File: src/rtl/stopwatch_ctrl_pkg.sv
// Shared encodings and helpers for the stopwatch run-control block and its
// button conditioners.
package stopwatch_ctrl_pkg;

    typedef enum logic [1:0] {
        ST_IDLE  = 2'd0,
        ST_RUN   = 2'd1,
        ST_PAUSE = 2'd2,
        ST_LAP   = 2'd3
    } sw_state_t;

    localparam logic ENABLED  = 1'b1;
    localparam logic DISABLED = 1'b0;

    // Width of a counter that must hold 0..n-1, never narrower than one bit.
    function automatic int unsigned cnt_bits(input int unsigned n);
        return (n <= 2) ? 1 : $clog2(n);
    endfunction

    function automatic logic is_counting(input sw_state_t s);
        return (s == ST_RUN) || (s == ST_LAP);
    endfunction

endpackage

File: src/rtl/stopwatch_ctrl_btn_cond.sv
// Raw push-button conditioner: 2-FF synchronizer, counting debouncer and a
// registered one-cycle pulse on each rising edge of the debounced level.
module btn_cond
    import stopwatch_ctrl_pkg::*;
#(
    parameter int unsigned DEB_LEN = 16
) (
    input  logic clk,
    input  logic rst,
    input  logic btn_raw,
    output logic pulse
);

    localparam int unsigned DEB_BITS = cnt_bits(DEB_LEN);

    logic                sync1_q, sync2_q;
    logic [DEB_BITS-1:0] cnt_q, cnt_d;
    logic                level_q, level_d;
    logic                level_prev_q;
    logic                pulse_q;

    // The level only flips after DEB_LEN consecutive disagreeing samples.
    always_comb begin
        cnt_d   = '0;
        level_d = level_q;
        if (sync2_q != level_q) begin
            if (cnt_q == DEB_BITS'(DEB_LEN - 1)) begin
                level_d = sync2_q;
            end else begin
                cnt_d = cnt_q + 1'b1;
            end
        end
    end

    always_ff @(posedge clk or posedge rst) begin
        if (rst) begin
            sync1_q      <= DISABLED;
            sync2_q      <= DISABLED;
            cnt_q        <= '0;
            level_q      <= DISABLED;
            level_prev_q <= DISABLED;
            pulse_q      <= DISABLED;
        end else begin
            sync1_q      <= btn_raw;
            sync2_q      <= sync1_q;
            cnt_q        <= cnt_d;
            level_q      <= level_d;
            level_prev_q <= level_q;
            pulse_q      <= level_q & ~level_prev_q;
        end
    end

    assign pulse = pulse_q;

endmodule

File: src/rtl/stopwatch_ctrl.sv
// Stopwatch run control: conditions start/clear buttons, sequences
// IDLE/RUN/PAUSE/LAP and divides the clock into the counter's increase tick.
module stopwatch_ctrl
    import stopwatch_ctrl_pkg::*;
#(
    parameter int unsigned DIV_CNT = 100000000,
    parameter int unsigned DEB_LEN = 16
) (
    input  logic      clk,
    input  logic      rst,
    input  logic      btn_start,
    input  logic      btn_clear,
    output logic      increase,
    output logic      cnt_clr,
    output logic      disp_hold,
    output logic      running,
    output sw_state_t dbg_state
);

    localparam int unsigned DIV_BITS = cnt_bits(DIV_CNT);

    logic                p_s, p_c;
    sw_state_t           state_q, state_d;
    logic [DIV_BITS-1:0] div_q, div_d;
    logic                tick_d, clr_d;
    logic                inc_q, clr_q, hold_q, run_q;

    btn_cond #(.DEB_LEN(DEB_LEN)) u_btn_start (
        .clk     (clk),
        .rst     (rst),
        .btn_raw (btn_start),
        .pulse   (p_s)
    );

    btn_cond #(.DEB_LEN(DEB_LEN)) u_btn_clear (
        .clk     (clk),
        .rst     (rst),
        .btn_raw (btn_clear),
        .pulse   (p_c)
    );

    // Start has priority: a clear pulse in the same cycle is dropped.
    always_comb begin
        state_d = state_q;
        clr_d   = DISABLED;
        unique case (state_q)
            ST_IDLE: begin
                if (p_s)      state_d = ST_RUN;
                else if (p_c) clr_d   = ENABLED;
            end
            ST_RUN: begin
                if (p_s)      state_d = ST_PAUSE;
                else if (p_c) state_d = ST_LAP;
            end
            ST_LAP: begin
                if (p_s)      state_d = ST_PAUSE;
                else if (p_c) state_d = ST_RUN;
            end
            ST_PAUSE: begin
                if (p_s) begin
                    state_d = ST_RUN;
                end else if (p_c) begin
                    state_d = ST_IDLE;
                    clr_d   = ENABLED;
                end
            end
            default: state_d = ST_IDLE;
        endcase
    end

    // Counting needs both the current and next state to be active, so the
    // edge into PAUSE neither ticks nor advances, and the remainder survives.
    always_comb begin
        div_d  = div_q;
        tick_d = DISABLED;
        if (is_counting(state_q) && is_counting(state_d)) begin
            if (div_q == DIV_BITS'(DIV_CNT - 1)) begin
                div_d  = '0;
                tick_d = ENABLED;
            end else begin
                div_d = div_q + 1'b1;
            end
        end else if ((state_q == ST_IDLE) || (state_d == ST_IDLE)) begin
            div_d = '0;
        end
    end

    always_ff @(posedge clk or posedge rst) begin
        if (rst) begin
            state_q <= ST_IDLE;
            div_q   <= '0;
            inc_q   <= DISABLED;
            clr_q   <= DISABLED;
            hold_q  <= DISABLED;
            run_q   <= DISABLED;
        end else begin
            state_q <= state_d;
            div_q   <= div_d;
            inc_q   <= tick_d;
            clr_q   <= clr_d;
            hold_q  <= (state_d == ST_LAP);
            run_q   <= is_counting(state_d);
        end
    end

    assign increase  = inc_q;
    assign cnt_clr   = clr_q;
    assign disp_hold = hold_q;
    assign running   = run_q;
    assign dbg_state = state_q;

endmodule
File: config.mk
export PLATFORM = sky130hd
export DESIGN_NAME = stopwatch_ctrl
export DESIGN_NICKNAME = d
export VERILOG_FILES = /design/src/rtl/stopwatch_ctrl_pkg.sv /design/src/rtl/stopwatch_ctrl_btn_cond.sv /design/src/rtl/stopwatch_ctrl.sv
export SDC_FILE = /design/constraint.sdc
export NUM_CORES = 1
export LEC_CHECK = 0
export BUFFER_PORTS_ARGS = -buffer_cell sky130_fd_sc_hd__clkbuf_2
export CORE_ASPECT_RATIO = 1.2
export CORE_MARGIN = 3
export CORE_UTILIZATION = 54
export CTS_CLUSTER_DIAMETER = 30
export DETAILED_ROUTE_END_ITERATION = 10
export GPL_TIMING_DRIVEN = 0
export HOLD_SLACK_MARGIN = 0.03
export PLACE_DENSITY_LB_ADDON = 0.1
export SYNTH_ARGS = -nofsm -noshare
export SYNTH_HDL_FRONTEND = slang
export SYNTH_SLANG_ARGS = --single-unit
File: constraint.sdc
create_clock -name clk -period 1.92 [get_ports clk]
set_clock_uncertainty 0.15 [all_clocks]
set_input_delay 0.192 -clock clk [delete_from_list [all_inputs] [get_ports clk]]
set_output_delay 0.192 -clock clk [all_outputs]
set_load 0.05 [all_outputs]
# == Word-level counts from Yosys, hierarchy flattened ==
# Cells that the tools add are included.
# word_totals
register_bits,51
input_bits,4
output_inout_bits,6
# classes
addsub,3
eq_ne,10
mux,20
n_bitwise,4
reduce_logical,10
# ops
op,count
2-to-1 mux 27 bit,3
adder 27 x 1 -> 27 bit (second input constant),1
equality test 27 bit (second input constant),1
2-to-1 mux 4 bit,4
2-to-1 mux 2 bit,7
adder 4 x 1 -> 4 bit (second input constant),2
equality test 4 bit (second input constant),2
case mux 2 bit (4 select lines),1
equality test 2 bit (second input constant),3
2-to-1 mux 1 bit,5
equality test 2 x 1 -> 1 bit (second input constant),2
zero test 2 bit,2
AND reduction 2 bit,2
logical OR 1 bit,3
AND 1 bit,2
!= test 1 bit,2
NOT 1 bit,2
nonzero test 2 bit,1
OR reduction 2 bit,1
logical AND 1 bit,1

# == Longest topological paths before layout ==
# depth
word_depth,7
depth_mapped,7

# == Cells and area by module ==
# From an unflattened synthesis, not the netlist that was laid out.
# unflattened
cells_unflattened,235
hier_area_um2,2436.1
# by_module_without_submodules
module,instances,cells_per_inst,area_each_um2,seq_area_each_um2
stopwatch_ctrl,1,191,1773.0,800.8
btn_cond,2,22,331.6,225.2

# == Worst setup path after synthesis ==
# Ideal clock, no wire load.
# synth_timing
path_type,register to register
startpoint,reg div_q[17]
endpoint,reg div_q[0]
setup_ns,0.125
t_arrival_ns,1.826
t_required_ns,1.645
setup_slack_ns,-0.181
path_stages_with_launch,6
path_buffers,1
synth_period_minus_slack_ns,2.101
path_cell_list,dfrtp_1 > or4_4 > nor4_4 > a31oi_2 > buf_6 > mux2_2
# synth_between
elab_chain_cells,3
# synth_lines
element,line_no,source
"start, declared",stopwatch_ctrl.sv:24,"logic [DIV_BITS-1:0] div_q, div_d;"
"start signal, assigned",stopwatch_ctrl.sv:98,div_q <= div_d;
equality test 27 bit,stopwatch_ctrl.sv:77,if (div_q == DIV_BITS'(DIV_CNT - 1)) begin
2-to-1 mux 27 bit,stopwatch_ctrl.sv:77,
2-to-1 mux 27 bit,stopwatch_ctrl.sv:76,if (is_counting(state_q) && is_counting(state_d)) begin
# No other way between the ends.
# A chain may end at the register's enable or synchronous reset.

# == Final worst setup path ==
# Same ends and word-level chain as after synthesis.

==> flow_summary.yaml <==
synth:
  synth_most_common_cell: "dfrtp_1"
  synth_seq_cells: 50
  ys_dominant_reg_cell: "dfrtp_1"
  synth_fp_nets: 239
  synth_edf_count: 0
  synthCells: 232
  seq_area_frac_synth_pct: 52.3
  async_flop_share_pct: 100
  synth_top_area_share_pct: 52.3
  syn_area_per_cell_um2: 10.3
  synth_area_leaders: "dfrtp_1, nand3_1, o21ai_0"
  yosysTopAreaCell: "dfrtp_1"
  syn_area_um2: 2390
  synth_cell_type_count: 42
  synthTopCellsByCount: "dfrtp_1, nand2_1, nand3_1, o21ai_0, nor2_1"
  yosysWarnings: 0
worst_setup_path:
  ff2ff_setup_slack_ns: -0.32
  cp_slowest_stage_delay_ns: 0.55
  r2r_end: "div_q[0]$_DFFE_PP0P_"
  cp-start-kind: "flop"
  endpoint_kind: "flop"
  critical_path.max_fanout: 5
  r2r-start: "div_q[17]$_DFFE_PP0P_"
  crit_chain: "or4_4 -> nor4_4 -> buf_4 -> a31oi_4 -> buf_6 -> mux2_2"
  required_ns: 1.97
  crit_type: "reg -> reg"
  arrival_ns: 2.28
  cp_slowest_cell: "or4_4"
  reg2reg_depth: 6
layout:
  diodes: 0
  fin_area_um2: 2930
  layout-drive-gt1-share_pct: 27.9
  fin_cells: 323
  syn_to_final_growth_pct: 22.2
  fin_nets: 275
  fill_cells: 298
pwr:
  combPwrFrac_pct: 5.3
  p_int_mw: 1.40
  p_switching_mw: 0.424
  p_leak_nw: 1.25
  p_clk_share_pct: 35.3
  peakVddDrop_v: 0.000507
  sequentialPowerShare_pct: 59.4
  cellPowerDensity_nw_per_um2: 622
  p_sw_share_pct: 23.3
  total_power_mw: 1.82
outcome:
  status: "complete, but fails checks"
  violations: "setup timing"
clocking:
  cts_max_level: 2
  root_buffer: "clkbuf_8"
  cts_tree: "done"
  cts.sinks: 50
  insertion_delay_ns: 0.31
  clockBufferDepth: 2
  cts.reportedPaths.clkPinSlew_ns: 0.09
  numCtsBuffers: 5
floorplanning:
  die_area_um2: 5270
  boundaryPins: 10
  core_um2: 4100
  die_w_um: 66.8
  rows: 25
  die_h_um: 78.9
  initial_core_util_pct: 58.4
route:
  route.detailed.drc: 0
  routed-via-count: 1936
  wl_per_cell_um: 16.5
  ant_nets: 0
  via_per_inst: 5.99
  dr.pass1.iters: 4
  drt_wl_total_um: 5340
  drt_iter0_drc: 186
min_path:
  min_from: "u_btn_clear.sync1_q$_DFF_PP0_"
  hold_end: "u_btn_clear.sync2_q$_DFF_PP0_"
  hold_depth: 0
  hp-class: "reg -> reg"
global_routing:
  grt_pass1_wl_um: 8770
  grt_max_degree: 31
  grt_usage_pct: 21.8
  antenna_found_initial: 0
  overflow: 0
  grt_pass1_vias: 1865
sta:
  period_needed_ns: 2.24
  hold_violations: 0
  rsz0062_at_grt: "true"
  fmax_ghz: 0.447
  setup_violations: 26
  timing.final.crit_share_pct: 116
  worst_pin_slew_ns: 0.641
  tns_ns: -6.24
  finalMaxSlewViolations: 0
  layout_setup_ws_ns: -0.317
  maxSlewHeadroom_pct: 57.1
run:
  drv_cap: 0
placement:
  place_congestion: 0.850
  pre_cts_slack_ns: -0.342
  dp.cells: 296
  place_hpwl_um: 3330
  numPortBuffers: 9
  placed_area_um2: 2540
## how the worst max path moves through the flow
stage	start	to	cells after the start
after floorplan	div_q[8]$_DFFE_PP0P_	div_q[0]$_DFFE_PP0P_	5
after global placement	div_q[0]$_DFFE_PP0P_	div_q[18]$_DFFE_PP0P_	7
after detailed placement	div_q[8]$_DFFE_PP0P_	div_q[21]$_DFFE_PP0P_	6
after CTS	div_q[17]$_DFFE_PP0P_	div_q[0]$_DFFE_PP0P_	5
after global routing	div_q[17]$_DFFE_PP0P_	div_q[20]$_DFFE_PP0P_	7
final	div_q[17]$_DFFE_PP0P_	div_q[0]$_DFFE_PP0P_	6
## power groups by stage
stage	combinational, mW	sequential (mW)	clock (mW)
2_1_floorplan	0.0563	1.10	0
3_3_place_gp	0.0757	1.10	0
3_5_place_dp	0.0820	1.10	0
4_1_cts	0.0910	1.08	0.651
5_1_grt	0.110	1.08	0.685
6_report	0.0971	1.08	0.642
## cell usage in the layout (no fill, tap or decap), types with 4 or more instances in the layout
cell,instances
a21oi_1,6
a21oi_2,7
a22o_1,6
a31oi_1,9
and3_1,5
buf_4,14
clkbuf_2,10
clkbuf_8,6
dfrtp_1,47
inv_1,4
nand2_1,17
nand3_1,14
nand4_1,9
nand4b_1,4
nor2_1,11
nor2b_1,6
o21ai_0,13
xnor2_1,7
xor2_1,7
## area by class of cell
type,count,area [µm²],share of cell area [%]
tap,54,67.6,2.31
inverter,5,18.8,0.642
clock buffer,6,82.6,2.82
timing repair buffer,30,239,8.17
multi-input combinational,169,1190,40.7
clock inverter,2,12.5,0.428
buffer,7,58.8,2.01
sequential,50,1250,42.9
## kinds of logic (layout without fill, tap and decap cells)
group / Yosys count / after routing / share of synthesized area [%]
xor+xnor: 14 / 14 / 5.12
buf+inv: 14 / 50 / 2.82
compound gates: 51 / 52 / 13.3
simple gates: 94 / 94 / 22.2
fa+ha+maj: 3 / 3 / 1.57
mux: 6 / 6 / 2.67
flops: 50 / 50 / 52.3
## metal layers
layer / vias to the layer above / track usage (%) / share of wire (%)
met5: - / 0 / 0
met4: 0 / 6.30 / 2.6
met3: 13 / 4.24 / 5.0
met2: 70 / 37.0 / 51
met1: 935 / 27.9 / 41
li1: 918 / - / -
## stage by stage
stage,util (%),hold slack (ns)
after floorplan,-,0.0734
after global placement,61.5,0.151
after detailed placement,62.0,0.0637
after CTS,67.5,0.207
after global routing,71.4,0.225
final,71.4,0.202
## worst max-delay path: cells and delay by family, from the launching register on
family	cells	cell delay, ns
AOI/OAI and AO/OA	1	0.13
and+or+nand+nor	2	0.80
muxes	1	0.25
buffers and inverters	2	0.38
DFF	1	0.41
## repair_timing
action,CTS,global route
hold buffers,3,0
endpoints found under the hold margin,22,0
gates resized for setup,22,16
setup endpoints to repair,27,28
cloned,1,3
setup buffers,6,8
pin swaps,5,9
## flip-flops by register name, indices dropped and copies added, names as in the netlist
name	cells
div_q	27
u_btn_clear.cnt_q	4
u_btn_start.cnt_q	4
cnt_clr	1
dbg_state	1
disp_hold	1
increase	1
running	1
u_btn_clear.level_prev_q	1
u_btn_clear.level_q	1
u_btn_clear.pulse	1
u_btn_clear.sync1_q	1
u_btn_clear.sync2_q	1
u_btn_start.level_prev_q	1
u_btn_start.level_q	1
u_btn_start.pulse	1
u_btn_start.sync1_q	1
u_btn_start.sync2_q	1
Power figures use the tool's default switching activity.
